$ cat src/rtl/imm_gen_pkg.sv
// imm_gen_pkg: immediate format codes and RV opcode constants shared by the immediate stage
package imm_gen_pkg;
  typedef enum logic [2:0] {
    FMT_NONE = 3'd0,
    FMT_I    = 3'd1,
    FMT_S    = 3'd2,
    FMT_B    = 3'd3,
    FMT_U    = 3'd4,
    FMT_J    = 3'd5,
    FMT_Z    = 3'd6
  } fmt_e;
  localparam logic [6:0] OP_IMM    = 7'b0010011;
  localparam logic [6:0] OP_LOAD   = 7'b0000011;
  localparam logic [6:0] OP_JALR   = 7'b1100111;
  localparam logic [6:0] OP_STORE  = 7'b0100011;
  localparam logic [6:0] OP_BRANCH = 7'b1100011;
  localparam logic [6:0] OP_LUI    = 7'b0110111;
  localparam logic [6:0] OP_AUIPC  = 7'b0010111;
  localparam logic [6:0] OP_JAL    = 7'b1101111;
  localparam logic [6:0] OP_SYSTEM = 7'b1110011;
endpackage

$ cat src/rtl/imm_gen_stage_imm_decode.sv
// imm_decode: combinational instruction+pc to immediate, format and PC-relative target
module imm_decode
  import imm_gen_pkg::*;
#(
  parameter int XLEN = 32
) (
  input  logic [31:0]     instr,
  input  logic [XLEN-1:0] pc,
  output logic [XLEN-1:0] imm,
  output logic [2:0]      fmt,
  output logic [XLEN-1:0] target
);
  logic [6:0]  op;
  logic [31:0] imm32;
  fmt_e        f;
  assign op = instr[6:0];
  always_comb begin
    f = (op == OP_IMM || op == OP_LOAD || op == OP_JALR) ? FMT_I :
        (op == OP_STORE)                                 ? FMT_S :
        (op == OP_BRANCH)                                ? FMT_B :
        (op == OP_LUI || op == OP_AUIPC)                 ? FMT_U :
        (op == OP_JAL)                                   ? FMT_J :
        (op == OP_SYSTEM && instr[14])                   ? FMT_Z : FMT_NONE;
    imm32 = (f == FMT_I) ? {{20{instr[31]}}, instr[31:20]} :
            (f == FMT_S) ? {{20{instr[31]}}, instr[31:25], instr[11:7]} :
            (f == FMT_B) ? {{20{instr[31]}}, instr[7], instr[30:25], instr[11:8], 1'b0} :
            (f == FMT_U) ? {instr[31:12], 12'b0} :
            (f == FMT_J) ? {{12{instr[31]}}, instr[19:12], instr[20], instr[30:21], 1'b0} :
            (f == FMT_Z) ? {27'b0, instr[19:15]} : 32'b0;
  end
  assign imm    = XLEN'($signed(imm32));
  assign fmt    = f;
  assign target = pc + ((f == FMT_B || f == FMT_J || op == OP_AUIPC) ? imm : XLEN'(4));
endmodule

$ cat src/rtl/imm_gen_stage.sv
// imm_gen_stage: registered immediate-generation stage with valid/ready handshake and 2-entry skid
module imm_gen_stage
  import imm_gen_pkg::*;
#(
  parameter int XLEN    = 32,
  parameter int TAG_W   = 4,
  parameter bit SKID_EN = 1'b1
) (
  input  logic             clk,
  input  logic             rst,
  input  logic             flush,
  input  logic             in_valid,
  output logic             in_ready,
  input  logic [31:0]      in_instr,
  input  logic [XLEN-1:0]  in_pc,
  input  logic [TAG_W-1:0] in_tag,
  output logic             out_valid,
  input  logic             out_ready,
  output logic [XLEN-1:0]  out_imm,
  output logic [2:0]       out_fmt,
  output logic [XLEN-1:0]  out_target,
  output logic [TAG_W-1:0] out_tag
);
  localparam int E = 2 * XLEN + 3 + TAG_W;
  logic [XLEN-1:0] dec_imm, dec_target;
  logic [2:0]      dec_fmt;
  logic [E-1:0]    dec_e, main_q, skid_q;
  logic            skid_valid, accept, drain;
  imm_decode #(.XLEN(XLEN)) u_dec (
    .instr (in_instr),
    .pc    (in_pc),
    .imm   (dec_imm),
    .fmt   (dec_fmt),
    .target(dec_target)
  );
  assign dec_e    = {dec_imm, dec_fmt, dec_target, in_tag};
  assign {out_imm, out_fmt, out_target, out_tag} = main_q;
  assign in_ready = SKID_EN ? !skid_valid : (!out_valid || out_ready);
  assign accept   = in_valid && in_ready;
  assign drain    = out_valid && out_ready;
  always_ff @(posedge clk) begin
    if (rst) begin
      out_valid  <= 1'b0;
      skid_valid <= 1'b0;
      main_q     <= '0;
      skid_q     <= '0;
    end else if (flush) begin
      out_valid  <= 1'b0;
      skid_valid <= 1'b0;
    end else begin
      if (drain || !out_valid) begin
        out_valid <= skid_valid || accept;
        if (skid_valid) main_q <= skid_q;
        else if (accept) main_q <= dec_e;
      end
      if (drain) skid_valid <= 1'b0;
      else if (accept && out_valid) begin
        skid_valid <= 1'b1;
        skid_q     <= dec_e;
      end
    end
  end
endmodule

$ cat config.mk
export PLATFORM = sky130hd
export DESIGN_NAME = imm_gen_stage
export DESIGN_NICKNAME = d
export VERILOG_FILES = /design/src/rtl/imm_gen_pkg.sv /design/src/rtl/imm_gen_stage_imm_decode.sv /design/src/rtl/imm_gen_stage.sv
export SDC_FILE = /design/constraint.sdc
export NUM_CORES = 1
export LEC_CHECK = 0
export BUFFER_PORTS_ARGS = -buffer_cell sky130_fd_sc_hd__buf_2
export CAP_MARGIN = 20
export CORE_ASPECT_RATIO = 0.75
export CORE_MARGIN = 10
export CORE_UTILIZATION = 50
export CTS_CLUSTER_SIZE = 24
export DETAILED_ROUTE_END_ITERATION = 8
export GPL_ROUTABILITY_DRIVEN = 0
export PLACE_DENSITY = 0.73
export SETUP_SLACK_MARGIN = 0.02
export SYNTH_ARGS = -nofsm -noshare
export SYNTH_HDL_FRONTEND = slang
export SYNTH_SLANG_ARGS = --single-unit
$ cat constraint.sdc
create_clock -name clk -period 3.8 [get_ports clk]
set_clock_uncertainty 0.1 [all_clocks]
set_input_delay 0.38 -clock clk [delete_from_list [all_inputs] [get_ports clk]]
set_output_delay 0.38 -clock clk [all_outputs]
set_load 0.03 [all_outputs]
# Word level (Yosys, flattened, before mapping)
# Index checks and enable logic that the tools add are counted.
[word_totals] ff_bits=144 out_inout_bits=73 n_memories=0 rom_bits=0 ram_bits=0 latchBits=0
[classes] n_shift=0 n_mux=15 n_eq_ne=15 multipliers=0 reduce_logical=18 n_addsub=1 div=0 bitwise=2 order_cmp=0
[op_table] cell="32-bit 2-to-1 mux" count=6
[op_table] cell="71-bit 2-to-1 mux" count=2
[op_table] cell="32-bit adder" count=1
[op_table] cell="7-bit equality test, second input constant" count=4
[op_table] cell="3-bit 2-to-1 mux" count=6
[op_table] cell="7-bit by 5-bit equality test with 1-bit output, second input constant" count=2
[op_table] cell="7-bit by 6-bit equality test with 1-bit output, second input constant" count=2
[op_table] cell="3-bit equality test, second input constant" count=3
[op_table] cell="7-bit by 2-bit equality test with 1-bit output, second input constant" count=1
[op_table] cell="1-bit logical OR" count=7
[op_table] cell="3-bit by 2-bit equality test with 1-bit output, second input constant" count=2
[op_table] cell="3-bit AND reduction" count=2
[op_table] cell="5-bit 2-to-1 mux" count=1
[op_table] cell="1-bit logical AND" count=4
[op_table] cell="3-bit by 1-bit equality test with 1-bit output, second input constant" count=1
[op_table] cell="3-bit OR reduction" count=1
[op_table] cell="1-bit zero test" count=2
[op_table] cell="1-bit NOT" count=2
[op_table] cell="2-bit nonzero test" count=1
[op_table] cell="2-bit OR reduction" count=1

# Depth between registers and ports, before layout
[depth] ltp_word=19 ltp_mapped=19

# Hierarchy
# Synthesis repeated with hierarchy kept, for this count alone.
[hier_totals] hier_cells=998 area_unflattened_um2=9147.5
[by_module_without_submodules] module="imm_gen_stage" cells_per_inst=644 n_inst=1 seq_area_each_um2=2882.8 area_each_um2=6847.8
[by_module_without_submodules] module="imm_decode" cells_per_inst=354 n_inst=1 seq_area_each_um2=0.0 area_each_um2=2299.7

# Worst setup path after synthesis
# OpenSTA, ideal clock, no wires.
[synth_path] path_kind="input -> register" start="input port in_instr[2]" end="register main_q[34]" slack_ns=-0.054 path_buffers=0 arrival_ns=3.675 required_ns=3.621 cell_stages=17 setup_ns=0.079 path_cell_list="or3_4 -> a21o_1 -> a21oi_2 -> and2_4 -> o2bb2ai_1 -> a222oi_1 -> or2_1 -> fa_1 -> nor2b_2 -> o211ai_2 -> a21oi_2 -> a221o_2 -> a21oi_4 -> o21a_4 -> o311ai_2 -> nand2_1 -> a211oi_2"
[synth_between] elab_chain_cells=19
[synth_lines] item="start: declaration" line="imm_gen_stage.sv:14" source="input logic [31:0] in_instr,"
[synth_lines] item="7-bit equality test" line="imm_gen_stage_imm_decode.sv:23" source="(op == OP_SYSTEM && instr[14]) ? FMT_Z : FMT_NONE;"
[synth_lines] item="1-bit logical AND" line="imm_gen_stage_imm_decode.sv:23"
[synth_lines] item="3-bit 2-to-1 mux" line="imm_gen_stage_imm_decode.sv:23"
[synth_lines] item="3-bit 2-to-1 mux" line="imm_gen_stage_imm_decode.sv:22" source="(op == OP_JAL) ? FMT_J :"
[synth_lines] item="3-bit 2-to-1 mux" line="imm_gen_stage_imm_decode.sv:21" source="(op == OP_LUI || op == OP_AUIPC) ? FMT_U :"
[synth_lines] item="3-bit 2-to-1 mux" line="imm_gen_stage_imm_decode.sv:20" source="(op == OP_BRANCH) ? FMT_B :"
[synth_lines] item="3-bit 2-to-1 mux" line="imm_gen_stage_imm_decode.sv:19" source="(op == OP_STORE) ? FMT_S :"
[synth_lines] item="3-bit 2-to-1 mux" line="imm_gen_stage_imm_decode.sv:18" source="f = (op == OP_IMM || op == OP_LOAD || op == OP_JALR) ? FMT_I :"
[synth_lines] item="[3 not listed]"
[synth_lines] item="32-bit 2-to-1 mux" line="imm_gen_stage_imm_decode.sv:27" source="(f == FMT_U) ? {instr[31:12], 12'b0} :"
[synth_lines] item="32-bit 2-to-1 mux" line="imm_gen_stage_imm_decode.sv:26" source="(f == FMT_B) ? {{20{instr[31]}}, instr[7], instr[30:25], instr[11:8], 1'b0} :"
[synth_lines] item="32-bit 2-to-1 mux" line="imm_gen_stage_imm_decode.sv:25" source="(f == FMT_S) ? {{20{instr[31]}}, instr[31:25], instr[11:7]} :"
[synth_lines] item="32-bit 2-to-1 mux" line="imm_gen_stage_imm_decode.sv:24" source="imm32 = (f == FMT_I) ? {{20{instr[31]}}, instr[31:20]} :"
[synth_lines] item="32-bit 2-to-1 mux *" line="imm_gen_stage_imm_decode.sv:33" source="assign target = pc + ((f == FMT_B || f == FMT_J || op == OP_AUIPC) ? imm : XLEN'(4));"
[synth_lines] item="32-bit adder *" line="imm_gen_stage_imm_decode.sv:33"
[synth_lines] item="71-bit 2-to-1 mux *" line="imm_gen_stage.sv:54" source="else if (accept) main_q <= dec_e;"
[synth_lines] item="71-bit 2-to-1 mux *" line="imm_gen_stage.sv:53" source="if (skid_valid) main_q <= skid_q;"
[synth_lines] item="end signal: assignment" line="imm_gen_stage.sv:53"
[synth_lines] item="end: declaration" line="imm_gen_stage.sv:27" source="logic [E-1:0] dec_e, main_q, skid_q;"
# Every way passes the cells marked *; elsewhere a longest branch is shown, timed or not. The select of a mux whose other input is x is not followed.
# A chain may end at the register's enable or synchronous reset.

# Worst setup path after layout
[layout_path] start="input port in_instr[2]" end="register main_q[30]"
# Same word-level chain as after synthesis.

==> impl_metrics.csv <==
group,metric,value,unit
outcome,outcome,"completed",
routing,initialDrtViolationCount,710,
routing,ant_nets,0,
sta,hold_viol,0,
clocking,clkTransAtPathRegs,60,ps
global_routing,grt_usage,23.0,%
place,port_buffers,145,
setup_path,cp.required,4050,ps
global_routing,antenna_found_initial,3,
logic_synthesis,ys_dominant_reg_cell,"dfxtp_1",
global_routing,grt_max_degree,79,
global_routing,grt_pass1_vias,7703,
sta,period_share,98.3,%
finish,drive_above_1_share,30.0,%
place,place_area,0.00958,mm2
sta,max_freq,268,MHz
finish,layout.cells.non_filler,1468,
setup_path,startpoint_type,"input pin",
routing,dr_total_vias,8163,
clocking,cts_max_level,4,
logic_synthesis,ys.warnings.count,0,
finish,nFillCells,1320,
routing,drt_wl_total,25400,um
logic_synthesis,ys_ff_latch,144,
routing,routedWlPerCell,17.3,um
clocking,cts.path.max_buffers,2,
power,power_density,365,mW/mm2
finish,area_growth,31.3,%
routing,drt_pre_antenna_iters,5,
place,placed_cells,1427,
floorplan,coreArea,0.0154,mm2
clocking,cts_made_buffers,17,
logic_synthesis,synth.avg_cell_area,7.69,um2
finish,final_nets,1352,
routing,via_per_inst,5.56,
sta,relSlewSlack,27.1,%
logic_synthesis,synth_edf_count,0,
clocking,cts_tree,"built",
clocking,root_buffer,"clkbuf_16",
finish,fin_util,67.5,%
clocking,clk_latency,430,ps
clocking,clock_sinks,144,
sta,drv_slew,0,
run,cap_violations,0,
floorplan,die_w,165,um
global_routing,grt_pass1_wl,39400,um
floorplan,rows,39,
sta,rsz0062_at_grt,"true",
logic_synthesis,ys_types,77,
routing,drcViolationCount,0,
sta,tightest_slew,1090,ps
floorplan,start_util,51.4,%
logic_synthesis,syn_inst,1028,
logic_synthesis,syn_area,0.00791,mm2
power,ir_worst_vdd,327,uV
setup_path,crit_path_end_kind,"flop",
place,dpl.hpwl,18300,um
floorplan,die_h,129,um
finish,fin_area,0.0104,mm2
power,total_leakage_power,0.00441,uW
sta,setup_viol,0,
global_routing,grt_remaining_overflow,0,
setup_path,cp_max_fo,6,
sta,fin_hold_ws,98.7,ps
logic_synthesis,synthArstFlopShare,0,%
logic_synthesis,synth_fp_nets,1133,
floorplan,die_area,0.0213,mm2
floorplan,ioPinCount,146,
sta,finalCriticalPeriod,3740,ps
setup_path,path_class,"input pin to flop",
logic_synthesis,yosysSeqAreaShare,36.5,%
setup_path,arrival,3990,ps
hold_path,hold_path_class,"input pin to flop",
logic make-up after synthesis:
kind of cell / after synthesis / synth area share [%]
other cells: 1 / 0.0474
simple gates: 400 / 21.4
compound gates: 317 / 27.1
flops: 144 / 36.5
fa+ha+maj: 32 / 5.16
xor+xnor: 27 / 2.99
buf+inv: 89 / 4.57
mux: 18 / 2.28
layout make-up:
class	instances	area (um2)	share of cell area [%]
clock inverters	10	109	1.05
well taps	205	256	2.47
multi-input cells	795	4860	46.8
flip-flops and latches	144	2890	27.8
diodes	3	7.51	0.0723
inverters	12	45.0	0.434
repair buffers	277	1740	16.8
clock buffers	22	474	4.57
metal layers:
metal | GRT usage (%) | share of wire (%)
met1 | 29.8 | 44
met2 | 36.0 | 46
met3 | 6.95 | 7.9
met4 | 6.96 | 1.9
met5 | 0 | 0.043
synth_stat cells, types with 10 or more instances:
master      n  area, um2
ha_1       31        388
inv_1      11       41.3
a311oi_1   10       87.6
dfxtp_1   144       2880
nand2_1   197        739
nor2_1    141        529
xnor2_1    17        149
mux2i_1    18        180
o21ai_0    35        175
o21ai_1    15       75.1
a21o_1     15        113
xor2_1     10       87.6
a21oi_1   108        541
a21oi_2    14        123
o211ai_1   14        105
a211oi_1   54        405
clkbuf_1   61        229
critical path, stage by stage:
cell	delay [ps]
buf_6	90
buf_6	110
nor4b_4	330
nand2_1	110
and2_4	180
a222oi_1	340
buf_4	180
nand2b_1	60
ha_1	320
nor2b_2	180
o211ai_2	220
a21oi_4	100
a221o_2	420
a21oi_4	300
o21a_4	210
xnor2_2	130
nand2_1	90
a211oi_2	210
placed cells by master (no fill, tap or decap), types with 8 or more instances in the layout:
cell / synthesis / layout
clkbuf_16: 0 / 17
ha_1: 31 / 30
dfxtp_1: 144 / 143
o21ai_0: 35 / 29
a211oi_1: 54 / 52
inv_1: 11 / 11
a21o_1: 15 / 15
xnor2_1: 17 / 14
mux2i_1: 18 / 18
nor2_1: 141 / 140
nand2_1: 197 / 196
buf_2: 9 / 143
o21ai_1: 15 / 19
xor2_1: 10 / 9
a21oi_2: 14 / 15
o211ai_1: 14 / 14
a21oi_1: 108 / 105
a311oi_1: 10 / 8
buf_4: 2 / 131
power by group:
part,switching (uW),internal [uW],total [uW]
Sequential,23.4,1550,1580
Clock,660,1010,1680
Combinational,332,202,534
Total,1020,2770,3790
stage by stage:
step                      setup slack [ps]  power, uW  TNS [ps]
after floorplan                       24.4       1910         0
after global placement                -279       2120     -4700
after detailed placement              -386       2130     -7320
after CTS                             44.6       3790         0
after global routing                 -87.0       3910      -511
final                                 63.2       3790         0
repair_timing:
action	CTS	global route
hold buffers	0	0
buffers inserted	0	6
gates resized for setup	0	38
setup endpoints to repair	0	35
worst paths after layout:
check,start,cells after the start,end,slack [ps]
hold reg to reg,main_q[5]$_SDFFE_PP0P_,2,main_q[5]$_SDFFE_PP0P_,350
setup / recovery,in_instr[2],18,main_q[30]$_SDFFE_PP0P_,60
setup reg to reg,skid_valid$_SDFFE_PP0P_,5,skid_q[52]$_SDFFE_PP0P_,1140
hold / removal,in_tag[3],3,skid_q[3]$_SDFFE_PP0P_,100
state kept, by name, summed over array words and instances, names as in the netlist:
register,flops
skid_valid,1
skid_q,71
main_q,71
out_valid,1
Power figures use the tool's default switching activity.
